===== config.mk =====
export PLATFORM = sky130hd
export DESIGN_NAME = mprj_io_ctrl
export DESIGN_NICKNAME = d
export VERILOG_FILES = /design/src/rtl/mprj_io_pkg.sv /design/src/rtl/mprj_io_cfg_cell.sv /design/src/rtl/mprj_io_ctrl.sv
export SDC_FILE = /design/constraint.sdc
export NUM_CORES = 2
export LEC_CHECK = 0
export BUFFER_PORTS_ARGS = -buffer_cell sky130_fd_sc_hd__buf_4
export CORE_MARGIN = 4
export CORE_UTILIZATION = 40
export CTS_BUF_LIST = sky130_fd_sc_hd__clkbuf_2 sky130_fd_sc_hd__clkbuf_4 sky130_fd_sc_hd__clkbuf_8
export DETAILED_ROUTE_END_ITERATION = 12
export GPL_ROUTABILITY_DRIVEN = 0
export HOLD_SLACK_MARGIN = 0.03
export PLACE_DENSITY = 0.7
export SKIP_CTS_REPAIR_TIMING = 1
export SYNTH_ARGS = -nofsm -noshare
export SYNTH_HDL_FRONTEND = slang
export SYNTH_SLANG_ARGS = --single-unit

===== constraint.sdc =====
create_clock -name wb_clk_i -period 3.9 [get_ports wb_clk_i]
set_input_delay 1.17 -clock wb_clk_i [delete_from_list [all_inputs] [get_ports wb_clk_i]]
set_output_delay 1.17 -clock wb_clk_i [all_outputs]
set_load 0.05 [all_outputs]

===== src/rtl/mprj_io_pkg.sv =====
// Shared definitions for the GPIO pad configuration stage: word layout,
// reset configuration and commit FSM state encoding.
package mprj_io_pkg;

    localparam int MPRJ_IO_PADS = 38;
    localparam int CFG_W        = 13;

    // Bit positions inside a pad configuration word
    localparam int CFG_MGMT_ENA    = 0;
    localparam int CFG_OEB         = 1;
    localparam int CFG_HOLD_OVR    = 2;
    localparam int CFG_INP_DIS     = 3;
    localparam int CFG_IB_MODE_SEL = 4;
    localparam int CFG_ANALOG_EN   = 5;
    localparam int CFG_ANALOG_SEL  = 6;
    localparam int CFG_ANALOG_POL  = 7;
    localparam int CFG_SLOW_SEL    = 8;
    localparam int CFG_VTRIP_SEL   = 9;
    localparam int CFG_DM_LSB      = 10;

    // Management-owned, output disabled, dm=001
    localparam logic [CFG_W-1:0] CFG_DEFAULT = 13'h0403;

    typedef enum logic {
        IDLE = 1'b0,
        RUN  = 1'b1
    } commit_state_t;

    // Extract the 3-bit drive mode field from a configuration word
    function automatic logic [2:0] cfg_dm(input logic [CFG_W-1:0] word);
        return word[CFG_DM_LSB +: 3];
    endfunction

endpackage


===== src/rtl/mprj_io_cfg_cell.sv =====
// One pad: shadow/active configuration registers plus output, enable and
// input steering between the management SoC and the user project.
module mprj_io_cfg_cell
    import mprj_io_pkg::*;
(
    input  logic             clk,
    input  logic             rst,
    input  logic             we,
    input  logic             commit,
    input  logic [CFG_W-1:0] wdata,
    input  logic             mgmt_io_out,
    input  logic             user_io_out,
    input  logic             user_io_oeb,
    input  logic             io_in,
    output logic [CFG_W-1:0] shadow,
    output logic             io_out,
    output logic             oeb,
    output logic             inp_dis,
    output logic             ib_mode_sel,
    output logic             vtrip_sel,
    output logic             slow_sel,
    output logic             holdover,
    output logic             analog_en,
    output logic             analog_sel,
    output logic             analog_pol,
    output logic [2:0]       dm,
    output logic             mgmt_io_in,
    output logic             user_io_in
);

    logic [CFG_W-1:0] shadow_r;
    logic [CFG_W-1:0] active_r;
    logic             mgmt_ena_s;

    // Shadow takes software writes; active takes the shadow on its commit slot
    always_ff @(posedge clk) begin
        if (rst) begin
            shadow_r <= CFG_DEFAULT;
            active_r <= CFG_DEFAULT;
        end else begin
            if (we) begin
                shadow_r <= wdata;
            end
            if (commit) begin
                active_r <= shadow_r;
            end
        end
    end

    assign shadow     = shadow_r;
    assign mgmt_ena_s = active_r[CFG_MGMT_ENA];

    // Static pad configuration fields straight from the active word
    always_comb begin
        holdover    = active_r[CFG_HOLD_OVR];
        inp_dis     = active_r[CFG_INP_DIS];
        ib_mode_sel = active_r[CFG_IB_MODE_SEL];
        analog_en   = active_r[CFG_ANALOG_EN];
        analog_sel  = active_r[CFG_ANALOG_SEL];
        analog_pol  = active_r[CFG_ANALOG_POL];
        slow_sel    = active_r[CFG_SLOW_SEL];
        vtrip_sel   = active_r[CFG_VTRIP_SEL];
        dm          = cfg_dm(active_r);
    end

    // Steer data/enable out and gate the user-side input by pad ownership
    always_comb begin
        io_out     = user_io_out;
        oeb        = user_io_oeb;
        user_io_in = io_in;
        mgmt_io_in = io_in;
        if (mgmt_ena_s) begin
            io_out     = mgmt_io_out;
            oeb        = active_r[CFG_OEB];
            user_io_in = 1'b0;
        end else begin
            io_out     = user_io_out;
            oeb        = user_io_oeb;
            user_io_in = io_in;
        end
    end

endmodule


===== src/rtl/mprj_io_ctrl.sv =====
// GPIO pad configuration controller: shadow write decode, staggered
// one-pad-per-cycle shadow-to-active commit, and shadow readback.
module mprj_io_ctrl
    import mprj_io_pkg::*;
#(
    parameter int PADS = MPRJ_IO_PADS
) (
    input  logic              wb_clk_i,
    input  logic              wb_rst_i,
    input  logic              cfg_we,
    input  logic [5:0]        cfg_addr,
    input  logic [CFG_W-1:0]  cfg_wdata,
    output logic [CFG_W-1:0]  cfg_rdata,
    output logic              cfg_ready,
    input  logic              cfg_apply,
    output logic              busy,
    output logic              apply_done,
    input  logic [PADS-1:0]   mgmt_io_out,
    input  logic [PADS-1:0]   user_io_out,
    input  logic [PADS-1:0]   user_io_oeb,
    input  logic [PADS-1:0]   io_in,
    output logic [PADS-1:0]   mgmt_io_in,
    output logic [PADS-1:0]   user_io_in,
    output logic [PADS-1:0]   io_out,
    output logic [PADS-1:0]   oeb,
    output logic [PADS-1:0]   inp_dis,
    output logic [PADS-1:0]   ib_mode_sel,
    output logic [PADS-1:0]   vtrip_sel,
    output logic [PADS-1:0]   slow_sel,
    output logic [PADS-1:0]   holdover,
    output logic [PADS-1:0]   analog_en,
    output logic [PADS-1:0]   analog_sel,
    output logic [PADS-1:0]   analog_pol,
    output logic [3*PADS-1:0] dm
);

    localparam logic [5:0] PADS_L   = 6'(PADS);
    localparam logic [5:0] LAST_IDX = 6'(PADS - 1);

    commit_state_t    state_r;
    commit_state_t    state_s;
    logic [5:0]       idx_r;
    logic [5:0]       idx_s;
    logic             done_r;
    logic             done_s;
    logic             wr_ok_s;
    logic [PADS-1:0]  we_s;
    logic [PADS-1:0]  commit_s;
    logic [CFG_W-1:0] shadow_s [PADS];

    assign busy       = (state_r == RUN);
    assign cfg_ready  = ~busy;
    assign apply_done = done_r;
    assign wr_ok_s    = cfg_we & cfg_ready & (cfg_addr < PADS_L);

    // Commit FSM state, pad index and completion pulse registers
    always_ff @(posedge wb_clk_i) begin
        if (wb_rst_i) begin
            state_r <= IDLE;
            idx_r   <= 6'd0;
            done_r  <= 1'b0;
        end else begin
            state_r <= state_s;
            idx_r   <= idx_s;
            done_r  <= done_s;
        end
    end

    // Next-state logic: walk idx from 0 to the last pad, then pulse done
    always_comb begin
        state_s = state_r;
        idx_s   = idx_r;
        done_s  = 1'b0;
        case (state_r)
            IDLE: begin
                idx_s = 6'd0;
                if (cfg_apply) begin
                    state_s = RUN;
                end else begin
                    state_s = IDLE;
                end
            end
            RUN: begin
                if (idx_r == LAST_IDX) begin
                    state_s = IDLE;
                    idx_s   = 6'd0;
                    done_s  = 1'b1;
                end else begin
                    state_s = RUN;
                    idx_s   = idx_r + 6'd1;
                end
            end
            default: begin
                state_s = IDLE;
                idx_s   = 6'd0;
            end
        endcase
    end

    // Shadow readback: out-of-range addresses read as zero
    always_comb begin
        cfg_rdata = {CFG_W{1'b0}};
        if (cfg_addr < PADS_L) begin
            cfg_rdata = shadow_s[cfg_addr];
        end else begin
            cfg_rdata = {CFG_W{1'b0}};
        end
    end

    for (genvar i = 0; i < PADS; i++) begin : g_pad
        assign we_s[i]     = wr_ok_s & (cfg_addr == 6'(i));
        assign commit_s[i] = busy & (idx_r == 6'(i));

        mprj_io_cfg_cell u_cell (
            .clk         (wb_clk_i),
            .rst         (wb_rst_i),
            .we          (we_s[i]),
            .commit      (commit_s[i]),
            .wdata       (cfg_wdata),
            .mgmt_io_out (mgmt_io_out[i]),
            .user_io_out (user_io_out[i]),
            .user_io_oeb (user_io_oeb[i]),
            .io_in       (io_in[i]),
            .shadow      (shadow_s[i]),
            .io_out      (io_out[i]),
            .oeb         (oeb[i]),
            .inp_dis     (inp_dis[i]),
            .ib_mode_sel (ib_mode_sel[i]),
            .vtrip_sel   (vtrip_sel[i]),
            .slow_sel    (slow_sel[i]),
            .holdover    (holdover[i]),
            .analog_en   (analog_en[i]),
            .analog_sel  (analog_sel[i]),
            .analog_pol  (analog_pol[i]),
            .dm          (dm[3*i +: 3]),
            .mgmt_io_in  (mgmt_io_in[i]),
            .user_io_in  (user_io_in[i])
        );
    end

endmodule


# Yosys cells after proc, flatten, opt, wreduce, memory -nomap -nowiden

Cells that the tools add are included.

Flip-flop bits (word level): 996

$add $sub $neg: 1
Magnitude comparators: 2
Eq/ne operators: 74
Multiplexer cells: 124
Bitwise logic cells: 80
Reduce and logical (&&, ||, !) cells: 3

Operator list:

| kind                  | number |
|---|---|
| $eq A6 B5 Y1 const B  | 32 |
| $mux W1               | 117 |
| $eq A6 B4 Y1 const B  | 16 |
| $and A1 B1 Y1         | 78 |
| $bmux W13 S6          | 1 |
| $eq A6 B6 Y1 const B  | 12 |
| $eq A6 B3 Y1 const B  | 8 |
| $mux W13              | 3 |
| $eq A6 B2 Y1 const B  | 4 |
| $eq A6 B1 Y1 const B  | 2 |
| $logic_not A6 Y1      | 2 |
| $pmux W6 S2           | 1 |
| $ge A7 B7 Y1 const B  | 1 |
| $not A6 Y7            | 1 |
| $add A6 B1 Y6 const B | 1 |
| $lt A6 B6 Y1 const B  | 1 |
| $mux W6               | 1 |
| $pmux W1 S2           | 1 |
| $reduce_or A2 Y1      | 1 |
| $not A1 Y1            | 1 |

# Longest topological paths before layout

Depth in word-level cells: 5
Mapped depth: 9

# Hierarchy

From an unflattened synthesis, not the netlist that was laid out.

Cell total of the unflattened synthesis: 4125
Area, all modules: 44017.2 um2

By module, submodules not included:

| module           | instances | cells an instance | area an instance (um2) |
|---|---|---|---|
| mprj_io_cfg_cell | 38        | 92                | 1022.2 |
| mprj_io_ctrl     | 1         | 629               | 5172.5 |

# Worst setup path after synthesis

No wires, ideal clock.

Kind: input to output
Start: input cfg_addr[0]
End: output cfg_rdata[11]
Data arrival time: 3.128 ns
Data required time: 2.730 ns
Slack: -0.398 ns
Stages: 7
Cell sequence: buf_4 > buf_6 > buf_2 > mux4_2 > a22o_1 > o21ai_0 > o2111ai_1

Word-level cells in the longest chain between the ends: 5
Elaborated cells between the ends (all ways): 6
Classes of those cells: 1 x order compare; 4 x mux; 1 x bitwise

RTL lines:

| item                                        | line                | source |
|---|---|---|
| from (decl)                                 | mprj_io_ctrl.sv:11  | `input logic [5:0] cfg_addr,` |
| $not A6 Y7 (not written as such)            | mprj_io_ctrl.sv:104 | `cfg_rdata = shadow_s[cfg_addr];` |
| $bmux W13 S6                                | mprj_io_ctrl.sv:104 |  |
| $mux W13 (not written as such) (2 in a row) | mprj_io_ctrl.sv:104 |  |
| $mux W13 *                                  | mprj_io_ctrl.sv:103 | `if (cfg_addr < PADS_L) begin` |
| to (decl)                                   | mprj_io_ctrl.sv:13  | `output logic [CFG_W-1:0] cfg_rdata,` |

Mark *: on every way between the ends. The rest lies on a longest branch, timed or not. The select of a mux whose other input is x is not followed.

# Worst setup path in the final report

Ends and elaborated chain as after synthesis.

==> flow_metrics.tcl <==
set metrics [dict create \
    critical_path_arrival_ps 2990 \
    fin_ws_ps -264 \
    r2r_cells 4 \
    drt_iter0_drc 4847 \
    layout.cells.most_common_list "996 x dfxtp_1, 878 x buf_4, 728 x nand2_1" \
    pin_count_of_the_biggest_net_entering_global_routing 168 \
    netlist_top_cells_area "dfxtp_1 44%, mux2i_1 12%, buf_4 10%, nand2_1 6.1%, nor2_1 4.2%" \
    finalWorstPathRequiredPeriod_ps 4160 \
    critical_path.reg2reg.endpoint "g_pad[0].u_cell.active_r[1]$_SDFFE_PP1P_" \
    worstHoldEndpoint "g_pad[25].u_cell.active_r[1]$_SDFFE_PP1P_" \
    clock.fmax_mhz 240 \
    multi_input_comb_area_um2 19700 \
    maxCapViolCount 0 \
    share_comb_of_total_power 0.067 \
    die_w_um 344 \
    ys_warn_count 0 \
    path_cells "buf_16 > buf_16 > buf_12 > mux4_2 > a22o_1 > o21ai_2 > buf_6 > o2111ai_4 > buf_12" \
    setup.worst_path.class "input port to output pin" \
    wl_per_cell_um 27.0 \
    m1WireLength_um 64600 \
    number_of_buffers_inserted_during_clock_tree_synthesis 157 \
    crit_required_ps 2730 \
    cp_max_fo 7 \
    skew_ps 43.8 \
    clock_insertion_delay_worst_skew_ps 850 \
    p_leak_nw 22.1 \
    final_common_cell "dfxtp_1" \
    worst_path_clk_slew_ps 60 \
    synth.top_cell.area_share 0.442 \
    htreeDepth 4 \
    final-max-slew-violation-count 0 \
    setup_violations 13 \
    topRoutingLayerUsed "met5" \
    initial_antenna_violation_count 9 \
    via_count_of_the_first_global_routing_pass 34500 \
    critical-path-max-stage-delay_ps 500 \
    cellPowerDensity_nw_per_um2 400 \
    worst-slew-pin-transition_ps 1130 \
    dominantRegCellSynth "dfxtp_1" \
    drtPass1Iterations 8 \
    mean_instance_size_in_the_synthesized_netlist_um2 9.14 \
    fp.dieArea_um2 118000 \
    dp.final_hpwl_um 136000 \
    grt_usage 0.289 \
    post-route-period-util 1.07 \
    postRouteAntennaNets 0 \
    reg2reg_slack_ps 910 \
    switching_share 0.250 \
    final_util 0.470 \
    synth_largest_area_cell "dfxtp_1" \
    hold_path_startpoint "g_pad[25].u_cell.active_r[1]$_SDFFE_PP1P_" \
    crit-reg2reg-launch "idx_r[0]$_SDFF_PP0_" \
    share_seq_of_total_power 0.489 \
    detailroute.wirelength.met2_um 80100 \
    fraction_of_final_layout_cells_with_drive_strength_greater_than_1 0.273 \
    tritoncts_num_sinks 996 \
    max-vdd-ir-drop_v 0.000315 \
    critPathCaptureType "output pin" \
    grt-ovfl-total 0 \
    synthDistinctLibCells 46 \
    final.fill_count 10400 \
    post-route-drc-count 0 \
    timing.max_slew.rel_slack 0.248 \
    critPathLaunchType "input port" \
    rsz0062_at_grt "true" \
    synth_fp_nets 5120 \
    fin_tns_setup_ps -2710 \
    timing.critical_path.slowest_stage_cell "mux4_2" \
    failed_checks "setup timing" \
    hold_path.class "flop to flop" \
    placement_rows 122 \
    ff_latch_area_um2 19900 \
    mappedNetlistArea_um2 45200 \
    synth-seq-cells 996 \
    initial_core_util 0.405 \
    dieHeight_um 344 \
    synth_edf_count 0 \
    status "finished, violations left" \
    nNetsFinal 5283 \
    max-clock-path-buffers 3 \
    dr_wl_met3_um 26200 \
    io-pin-count 761 \
    netSwitchingPower_mw 5.24 \
    power_report.internal_total_mw 15.7 \
    whs_path_depth 1 \
    post_synth_inst_count 4941 \
    fp.coreArea_um2 111000 \
    fin_worst_hold_slack_ps 456 \
    finish.instance_area_um2 52400 \
    synth_sequential_area_ratio 0.442 \
    place_area_um2 48500 \
    clock-root-buffer "clkbuf_8" \
    routed-via-count 37300 \
    via_per_inst 5.57 \
    grt_first_pass_wirelength_um 250000 \
    final-hold-violation-count 0 \
    place.port_buffers 760 \
    area_growth_syn_to_layout_pct 16.1 \
    cts_tree "done" \
    synth-async-reset-ratio 0 \
    route.final.wire_length_um 181000 \
    clkPwrFrac 0.444 \
]
-- logic make-up after synthesis --
group	Yosys count	share of synthesized area
simple gates	1669	0.162
flops	996	0.442
buf+inv	957	0.132
mux	693	0.174
compound gates	618	0.0885
xor+xnor	4	0.000776
fa+ha+maj	4	0.00111
-- critical path: cells and delay by family --
| kind | cells | cell delay [ps] |
|---|---|---|
| mux | 1 | 500 |
| buf+inv | 5 | 760 |
| compound gates | 3 | 530 |
-- how the worst max path moves through the flow --
| stage | from | end |
|---|---|---|
| 2_1_floorplan | cfg_addr[0] | cfg_rdata[2] |
| 3_3_place_gp | cfg_addr[0] | cfg_rdata[10] |
| 3_5_place_dp | cfg_addr[0] | cfg_rdata[9] |
| 4_1_cts | cfg_addr[0] | cfg_rdata[9] |
| 5_1_grt | cfg_addr[1] | cfg_rdata[3] |
| 6_report | cfg_addr[0] | cfg_rdata[11] |
-- per-stage QoR --
step	total power, mW	std cells	worst slack (ps)
CTS	20.9	6673	-474
global route	21.5	6695	-269
floorplan	11.3	4941	-9.72
detailed placement	11.8	6413	-428
finish	20.9	6698	-264
global placement	11.7	6413	-374
-- routing by layer --
metal	GRT usage	vias to the layer above
li1	-	16500
met1	0.343	17700
met2	0.453	2464
met3	0.126	532
met4	0.128	8
met5	0	-
-- cells in the mapped netlist, drive strengths merged (9+ instances only) --
cell / instances
nand3: 149
nand3b: 63
o211ai: 18
nand2: 728
mux4: 65
nor2b: 103
dfxtp: 996
a22oi: 33
inv: 26
a22o: 42
and3: 76
a211o: 142
mux2i: 552
clkbuf: 231
buf: 700
nand2b: 9
mux2: 76
nor2: 515
a21oi: 353
-- power by group through the flow --
| stage | clock [mW] | sequential [mW] | combinational, mW |
|---|---|---|---|
| after detailed placement | 0 | 10.5 | 1.30 |
| final | 9.30 | 10.2 | 1.41 |
| after floorplan | 0 | 10.4 | 0.833 |
| after global routing | 9.84 | 10.2 | 1.45 |
| after global placement | 0 | 10.5 | 1.29 |
| after CTS | 9.38 | 10.2 | 1.30 |
-- flip-flops by register name (all words and copies together), names as in the netlist --
name and flops:
apply_done 1, busy 1, g_pad.u_cell.active_r 494, g_pad.u_cell.shadow 494, idx_r 6
-- area by class of cell --
| type | instances | area share |
|---|---|---|
| antenna | 5 | 0.000239 |
| clock buffer | 225 | 0.0536 |
| tap | 1488 | 0.0355 |
| timing repair buffer | 935 | 0.145 |
| clock inverter | 35 | 0.00807 |
| inverter | 26 | 0.00186 |
| multi-input combinational | 2988 | 0.375 |
| sequential | 996 | 0.380 |
Note: power is estimated with default switching activity, not from simulation.
